==> src/rtl/prize_score_conditioner.sv <==
// rtl/prize_score_conditioner.sv - prize-chute break-beam conditioner producing one stretched score pulse per prize
//
// Purpose:
//   Synchronizes and debounces the raw break-beam sensor, gates it with
//   i_game_active, emits one PULSE_CYCLES-wide score pulse per prize, then
//   locks out and waits for a clean release so a bouncing or held prize
//   scores only once. Keeps a saturating count of pulses issued.
//
// Ports:
//   i_clock          system clock, all state on posedge
//   i_reset          asynchronous, active-high reset
//   i_sensor_raw     asynchronous break-beam input
//   i_game_active    synchronous game-running qualifier
//   o_score_pulse    registered, PULSE_CYCLES wide
//   o_score_strobe   registered, one cycle, first cycle of o_score_pulse
//   o_busy           high whenever the FSM is not IDLE
//   o_event_count    registered saturating count of pulses issued
//   o_glitch_count   saturating count of sensor-release aborts during QUALIFY
//                    (present only when PRIZE_GLITCH_CNT_EN is defined)
//
// Build option: PRIZE_GLITCH_CNT_EN

module prize_score_conditioner #(
  parameter int unsigned DEBOUNCE_CYCLES   = 1_000_000,
  parameter int unsigned PULSE_CYCLES      = 4,
  parameter int unsigned LOCKOUT_CYCLES    = 50_000_000,
  parameter bit          SENSOR_ACTIVE_LOW = 1'b1
) (
  input  logic        i_clock,
  input  logic        i_reset,
  input  logic        i_sensor_raw,
  input  logic        i_game_active,
  output logic        o_score_pulse,
  output logic        o_score_strobe,
  output logic        o_busy,
  output logic [15:0] o_event_count
`ifdef PRIZE_GLITCH_CNT_EN
  ,
  output logic [7:0]  o_glitch_count
`endif
);

  localparam int unsigned MAX_DP  = (DEBOUNCE_CYCLES > PULSE_CYCLES) ? DEBOUNCE_CYCLES : PULSE_CYCLES;
  localparam int unsigned MAX_ALL = (MAX_DP > LOCKOUT_CYCLES) ? MAX_DP : LOCKOUT_CYCLES;
  localparam int          CNT_W   = $clog2(MAX_ALL + 1);

  localparam logic [CNT_W-1:0] DEB_LAST   = CNT_W'(DEBOUNCE_CYCLES - 1);
  localparam logic [CNT_W-1:0] PULSE_LAST = CNT_W'(PULSE_CYCLES - 1);
  localparam logic [CNT_W-1:0] LOCK_LAST  = CNT_W'(LOCKOUT_CYCLES - 1);

  // Raw level that means "beam intact"; the synchronizer resets to it so
  // leaving reset can never look like a prize.
  localparam logic SYNC_IDLE = SENSOR_ACTIVE_LOW;

  typedef enum logic [2:0] {
    ST_IDLE         = 3'd0,
    ST_QUALIFY      = 3'd1,
    ST_FIRE         = 3'd2,
    ST_LOCKOUT      = 3'd3,
    ST_WAIT_RELEASE = 3'd4
  } state_t;

  state_t             r_state;
  state_t             w_state_next;
  logic [CNT_W-1:0]   r_cnt;
  logic [CNT_W-1:0]   w_cnt_next;
  logic               r_sync1;
  logic               r_sync2;
  logic               w_sensor_act;
  logic               w_fire_entry;
  logic               r_score_pulse;
  logic               r_score_strobe;
  logic [15:0]        r_event_count;

  // Two-flop synchronizer for the asynchronous sensor.
  always_ff @(posedge i_clock or posedge i_reset) begin
    if (i_reset) begin
      r_sync1 <= SYNC_IDLE;
      r_sync2 <= SYNC_IDLE;
    end else begin
      r_sync1 <= i_sensor_raw;
      r_sync2 <= r_sync1;
    end
  end

  assign w_sensor_act = r_sync2 ^ SENSOR_ACTIVE_LOW;

  always_ff @(posedge i_clock or posedge i_reset) begin
    if (i_reset) begin
      r_state <= ST_IDLE;
      r_cnt   <= '0;
    end else begin
      r_state <= w_state_next;
      r_cnt   <= w_cnt_next;
    end
  end

  // A single counter is shared by every timed state; each transition
  // reloads it to zero so the next state starts its own interval.
  always_comb begin
    w_state_next = r_state;
    w_cnt_next   = r_cnt;
    case (r_state)
      ST_IDLE: begin
        if (w_sensor_act && i_game_active) begin
          w_state_next = ST_QUALIFY;
          w_cnt_next   = '0;
        end
      end
      ST_QUALIFY: begin
        if (!w_sensor_act || !i_game_active) begin
          w_state_next = ST_IDLE;
          w_cnt_next   = '0;
        end else if (r_cnt == DEB_LAST) begin
          w_state_next = ST_FIRE;
          w_cnt_next   = '0;
        end else begin
          w_cnt_next = r_cnt + 1'b1;
        end
      end
      // FIRE ignores both sensor and game_active: a pulse is never truncated.
      ST_FIRE: begin
        if (r_cnt == PULSE_LAST) begin
          w_state_next = ST_LOCKOUT;
          w_cnt_next   = '0;
        end else begin
          w_cnt_next = r_cnt + 1'b1;
        end
      end
      ST_LOCKOUT: begin
        if (r_cnt == LOCK_LAST) begin
          w_state_next = ST_WAIT_RELEASE;
          w_cnt_next   = '0;
        end else begin
          w_cnt_next = r_cnt + 1'b1;
        end
      end
      // Needs an unbroken run of released samples; a held prize parks here.
      ST_WAIT_RELEASE: begin
        if (w_sensor_act) begin
          w_cnt_next = '0;
        end else if (r_cnt == DEB_LAST) begin
          w_state_next = ST_IDLE;
          w_cnt_next   = '0;
        end else begin
          w_cnt_next = r_cnt + 1'b1;
        end
      end
      default: begin
        w_state_next = ST_IDLE;
        w_cnt_next   = '0;
      end
    endcase
  end

  assign w_fire_entry = (r_state != ST_FIRE) && (w_state_next == ST_FIRE);

  // Outputs are registered from the next state so the pulse rises on the
  // same edge that enters FIRE and falls on the edge that leaves it.
  always_ff @(posedge i_clock or posedge i_reset) begin
    if (i_reset) begin
      r_score_pulse  <= 1'b0;
      r_score_strobe <= 1'b0;
      r_event_count  <= '0;
    end else begin
      r_score_pulse  <= (w_state_next == ST_FIRE);
      r_score_strobe <= w_fire_entry;
      if (w_fire_entry && (r_event_count != 16'hFFFF)) begin
        r_event_count <= r_event_count + 16'd1;
      end
    end
  end

  assign o_score_pulse  = r_score_pulse;
  assign o_score_strobe = r_score_strobe;
  assign o_busy         = (r_state != ST_IDLE);
  assign o_event_count  = r_event_count;

`ifdef PRIZE_GLITCH_CNT_EN
  logic       w_glitch;
  logic [7:0] r_glitch_count;

  // Only a sensor release inside QUALIFY counts; game_active aborts do not.
  assign w_glitch = (r_state == ST_QUALIFY) && !w_sensor_act;

  always_ff @(posedge i_clock or posedge i_reset) begin
    if (i_reset) begin
      r_glitch_count <= '0;
    end else if (w_glitch && (r_glitch_count != 8'hFF)) begin
      r_glitch_count <= r_glitch_count + 8'd1;
    end
  end

  assign o_glitch_count = r_glitch_count;
`endif

endmodule
==> config.mk <==
export PLATFORM = sky130hd
export DESIGN_NAME = prize_score_conditioner
export DESIGN_NICKNAME = d
export VERILOG_FILES = /design/src/rtl/prize_score_conditioner.sv
export SDC_FILE = /design/constraint.sdc
export NUM_CORES = 1
export LEC_CHECK = 0
export CAP_MARGIN = 5
export CORE_UTILIZATION = 51
export CTS_CLUSTER_SIZE = 25
export DETAILED_ROUTE_END_ITERATION = 8
export PLACE_DENSITY = 0.75
export SLEW_MARGIN = 40
export SYNTH_ARGS = -nofsm -noshare
export SYNTH_HDL_FRONTEND = slang
export SYNTH_SLANG_ARGS = --single-unit
==> constraint.sdc <==
create_clock -name i_clock -period 2.4 [get_ports i_clock]
set_clock_uncertainty 0.15 [all_clocks]
set_input_delay 0.48 -clock i_clock [delete_from_list [all_inputs] [get_ports i_clock]]
set_output_delay 0.48 -clock i_clock [all_outputs]
set_load 0.03 [all_outputs]
# [Word level (Yosys, flattened, before mapping)]
# Index checks and enable logic that the tools add are counted.
[word_totals] regBits=49 latchBits=0 mem_bits_rw=0 rom_bits=0 input_bits=4 out_inout_bits=19 memories=0
[classes] addsub=2 n_mul=0 div_mod_pow=0 order_cmp=0 n_eq_ne=11 shifts=0 mux=15 n_bitwise=1 n_reduce_logical=7
[ops] cell="2-to-1 mux 26 bit" count=6
[ops] cell="one-hot mux 26 bit (5 select lines)" count=1
[ops] cell="adder 26 x 1 -> 26 bit, second input constant" count=1
[ops] cell="== test 26 x 2 -> 1 bit, second input constant" count=1
[ops] cell="== test 26 x 20 -> 1 bit, second input constant" count=1
[ops] cell="== test 26 bit, second input constant" count=1
[ops] cell="2-to-1 mux 3 bit" count=7
[ops] cell="adder 16 x 1 -> 16 bit, second input constant" count=1
[ops] cell="inequality test 16 bit, second input constant" count=1
[ops] cell="one-hot mux 3 bit (5 select lines)" count=1
[ops] cell="== test 3 x 2 -> 1 bit, second input constant" count=3
[ops] cell="== test 3 x 1 -> 1 bit, second input constant" count=1
[ops] cell="== test 3 bit, second input constant" count=1
[ops] cell="logical AND 1 bit" count=3
[ops] cell="zero test 3 bit" count=1
[ops] cell="inequality test 3 x 2 -> 1 bit, second input constant" count=1
[ops] cell="nonzero test 3 bit" count=1
[ops] cell="inequality test 2 bit, second input constant" count=1
[ops] cell="zero test 1 bit" count=1
[ops] cell="logical OR 1 bit" count=1
[ops] cell="NOT 1 bit" count=1

# [Depth between registers and ports, before layout]
# Gate-level depths: netlist of the first run.
[depth] word_depth=7 ltp_mapped=8 depth_no_buf=7

# [Worst setup path after synthesis of the first run]
# OpenSTA, ideal clock, no wires.
[synth_path] path_kind="register -> register" start="reg r_cnt[10]" end="reg r_event_count[15], in the netlist o_event_count[15]" setup_ns=0.133 arrival_ns=1.986 setup_slack_ns=0.131 path_stages_with_launch=7 cell_sequence="dfrtp_1 or3_4 nor4_4 nand4_4 a2111oi_4 nand4_1 xnor2_1"
[synth_between] elab_chain_cells=7
[synth_lines] item="start, declared" line="65" rtl="logic [CNT_W-1:0] r_cnt;"
[synth_lines] item="start signal, assigned" line="94" rtl="r_cnt <= w_cnt_next;"
[synth_lines] item="== test 26 x 20 -> 1 bit" line="114, 142"
[synth_lines] item="2-to-1 mux 3 bit (on tied branches)" line="142, 114"
[synth_lines] item="2-to-1 mux 3 bit (on tied branches)" line="140, 111"
[synth_lines] item="one-hot mux 3 bit (5 select lines) *" line="103" rtl="case (r_state)"
[synth_lines] item="== test 3 x 2 -> 1 bit *" line="156" rtl="assign w_fire_entry = (r_state != ST_FIRE) && (w_state_next == ST_FIRE);"
[synth_lines] item="logical AND 1 bit *" line="156"
[synth_lines] item="logical AND 1 bit *" line="168" rtl="if (w_fire_entry && (r_event_count != 16'hFFFF)) begin"
[synth_lines] item="end signal, assigned" line="169" rtl="r_event_count <= r_event_count + 16'd1;"
[synth_lines] item="end, declared" line="73" rtl="logic [15:0] r_event_count;"
# Mark *: on every way between the ends. The rest lies on a longest branch, timed or not.
# A chain may end at the register's enable or synchronous reset.

# [Final worst setup path of the first run]
[layout_path] start="reg r_cnt[8]" end="reg r_cnt[4]"
[layout_between] elab_chain_cells=4
[layout_lines] item="== test 26 x 20 -> 1 bit" line="114, 142"
[layout_lines] item="2-to-1 mux 26 bit" line="114, 142"
[layout_lines] item="2-to-1 mux 26 bit (on tied branches)" line="140, 111"
[layout_lines] item="one-hot mux 26 bit (5 select lines) *" line="103"
# Marks and branches as above.

==> metrics, run 1 <==
detailed placer's ending HPWL 3630 um; cell taking the most area after synthesis dfrtp_1; Critical Path RT 2.45 ns; Post-Synthesis Cells 241; distinct cell type count after synthesis 44; Final min period roughly 2.3 ns; share of the synthesized area in the top cell type ~47%; antenna viol nets, final 0; Seq/Total Area, Yosys 49.45%; site row count 25; Max VDD drop 0.3147 mV; Total Power 1.475 mW; slowest CP cell or3_4; Setup CP Type register to register; CTS Sinks ~50; I/O pin count 23; GR Util All Layers between 20% and 30%; CP startpoint kind register; synth cell count leaders dfrtp_1 (47), nor2_1 (33), nand3_1 (20); clock tree root driver cell clkbuf_8; ys async rst share 100.0%; Max Slew Vio Count 0; final cycle utilization of the critical path 95.52%; mapped cell area 2485 um2; crit path cell chain or3_4, nor4_2, and4_1, o221ai_1, buf_4, a21o_1, a22o_1; ant diodes 0; Fmax 0.4362 GHz; peak fanout along the critical path 4; Clock transition at path regs 0.09 ns; status completed; slew margin rel. 70.46%; Initial Util 52.96%; most common cell in the netlist dfrtp_1; power per cell area between 400 and 500 nW/um2; final WL 5228 um; Pre-Repair DR Iteration Count 4; Max Root-Sink Buffers 2; RSZ-0062 raised after global routing no; Yosys reg bits 49; NumNets Final 296; DRC viols 0; Max Cap Viol 0; Crit. End Element register; ranking of synthesized cells by area dfrtp_1 (47%), xnor2_1 (6.3%), xor2_1 (6.3%); Vias/cell 5.678; Avg Cell Area, Syn 10.31 um2; CTS tree yes; Layout area overhead 25.23%; syn nets 247; Fin. Hold Viols 0; TritonCTS Buffers 5; number of global-route vias before repair 1903; post-route cell area 3112 um2; largest net degree at the start of global routing 50; ys flop type dfrtp_1; WP data arrival 2.35 ns; worst min-delay path category register to register; layout cell share with drive strength beyond 1 18.21%; Core ar. approximately 4700 um2; Ys Warns 0; Worst Tran Pin Value roughly 0.44 ns; PortBufs 22; routed vias 1959; initial antenna violation count 0; die height a little over 70 um; full die area 5155 um2; gr ovfl total 0; WL per Instance 15.15 um; first-pass GRT wire length 8976 um; Leak 1.385 nW; placed inst area roughly 3000 um2; Initial DRC Count 111; CP max stage delay about 0.43 ns; clk_lat worst skew ~0.30 ns; Die Span X approximately 72 um; htree depth 2; setup violators final 0; GP Congestion 0.8096; Post-synth EDFFs 0; hold slack 0.2191 ns
[kinds of logic after synthesis]
kind of cell | after synthesis | synth area share (%)
and+or+nand+nor | 127 | 28.80
DFF | 49 | 49.45
xor gates and xnor gates | 36 | 12.69
AOI/OAI and AO/OA | 13 | 4.834
buffers and inverters | 11 | 1.913
muxes | 3 | 1.309
adders and majority gates | 2 | 1.007
[metrics by stage]
step | util [%] | cells | worst slack (ns) | TNS [ns]
6_report | 66.32 | 345 | 0.1074 | 0
5_1_grt | 66.32 | 345 | 0.003584 | 0
4_1_cts | 65.71 | 344 | 0.01004 | 0
3_5_place_dp | 63.01 | 336 | -0.1058 | -0.8854
3_3_place_gp | 63.01 | 336 | -0.06826 | -0.4095
2_1_floorplan | - | 241 | 0.1307 | 0
[worst max-delay path, delay by kind of cell, from the launching register on]
| family | cells | cell delay [ns] |
|---|---|---|
| simple gates | 3 | 0.94 |
| flops | 1 | 0.41 |
| compound gates | 3 | 0.50 |
| buf+inv | 1 | 0.18 |
[cells in the final DEF (no fill, tap or decap), drive strengths merged, types with 2 or more instances in the layout]
cell,instances
nand2,19
clkdlybuf4s50,21
buf,26
dfrtp,47
xor2,18
clkbuf,6
nor2,33
and4,5
nor3b,3
nor4,6
ha,2
nor3,6
and3,12
mux2,2
a22o,2
nand4,15
inv,5
and2,3
xnor2,18
dfstp,2
nand3,20
o221ai,2
[power breakdown]
| part | switching [mW] | internal, mW |
|---|---|---|
| clock | 0.280 | 0.339 |
| combinational | 0.0180 | 0.00870 |
| sequential | 0.00110 | 0.828 |
[layout make-up]
type                    count  area, um2
clock buffers               6      82.58
clock inverters             2      37.54
fillers                   379       1580
inverters                   5      18.77
multi-input cells         181       1234
flip-flops and latches     49       1229
well taps                  54      67.56
repair buffers             48      442.9
[metal layers]
| metal | global-route usage (%) | up-vias | routed length (um) |
|---|---|---|---|
| met1 | 31.21 | 966 | 2435 |
| met5 | 0 | - | 0 |
| li1 | - | 950 | - |
| met3 | 4.360 | 8 | 174 |
| met4 | 10.46 | 0 | 87 |
| met2 | 34.80 | 35 | 2530 |
[final timing paths]
check / cells past startpoint / slack [ns] / from / to
max in group asynchronous: 3 / 1.46 / i_reset / r_sync1$_DFF_PP1_
max reg2reg: 7 / 0.11 / r_cnt[8]$_DFFE_PP0P_ / r_cnt[4]$_DFFE_PP0P_
max: 7 / 0.11 / r_cnt[8]$_DFFE_PP0P_ / r_cnt[4]$_DFFE_PP0P_
min: 0 / 0.22 / r_sync1$_DFF_PP1_ / r_sync2$_DFF_PP1_
min reg2reg: 0 / 0.22 / r_sync1$_DFF_PP1_ / r_sync2$_DFF_PP1_
min in group asynchronous: 3 / 0.37 / i_reset / o_event_count[3]$_DFFE_PP0P_
[repair_timing]
| action | in CTS | in global routing |
|---|---|---|
| cloned | 0 | 0 |
| hold buffers | 0 | 0 |
| setup buffers | 0 | 1 |
| resized for setup | 2 | 5 |
| setup endpoints to repair | 4 | 32 |
| pin swaps | 1 | 2 |
[registers in the layout, indices dropped and copies added (netlist names)]
| register | flops |
|---|---|
| r_state | 3 |
| o_event_count | 16 |
| r_sync1 | 1 |
| o_score_pulse | 1 |
| o_score_strobe | 1 |
| r_sync2 | 1 |
| r_cnt | 26 |
(Power assumes the default switching activity.)
==> run 2: changes to the inputs <==
CTS_CLUSTER_SIZE = 28   (was 25)
SKIP_LAST_GASP = 1   (was unset)
==> results of run 2 <==
The final DEF is identical to that of run 1; final timing and power are the same.
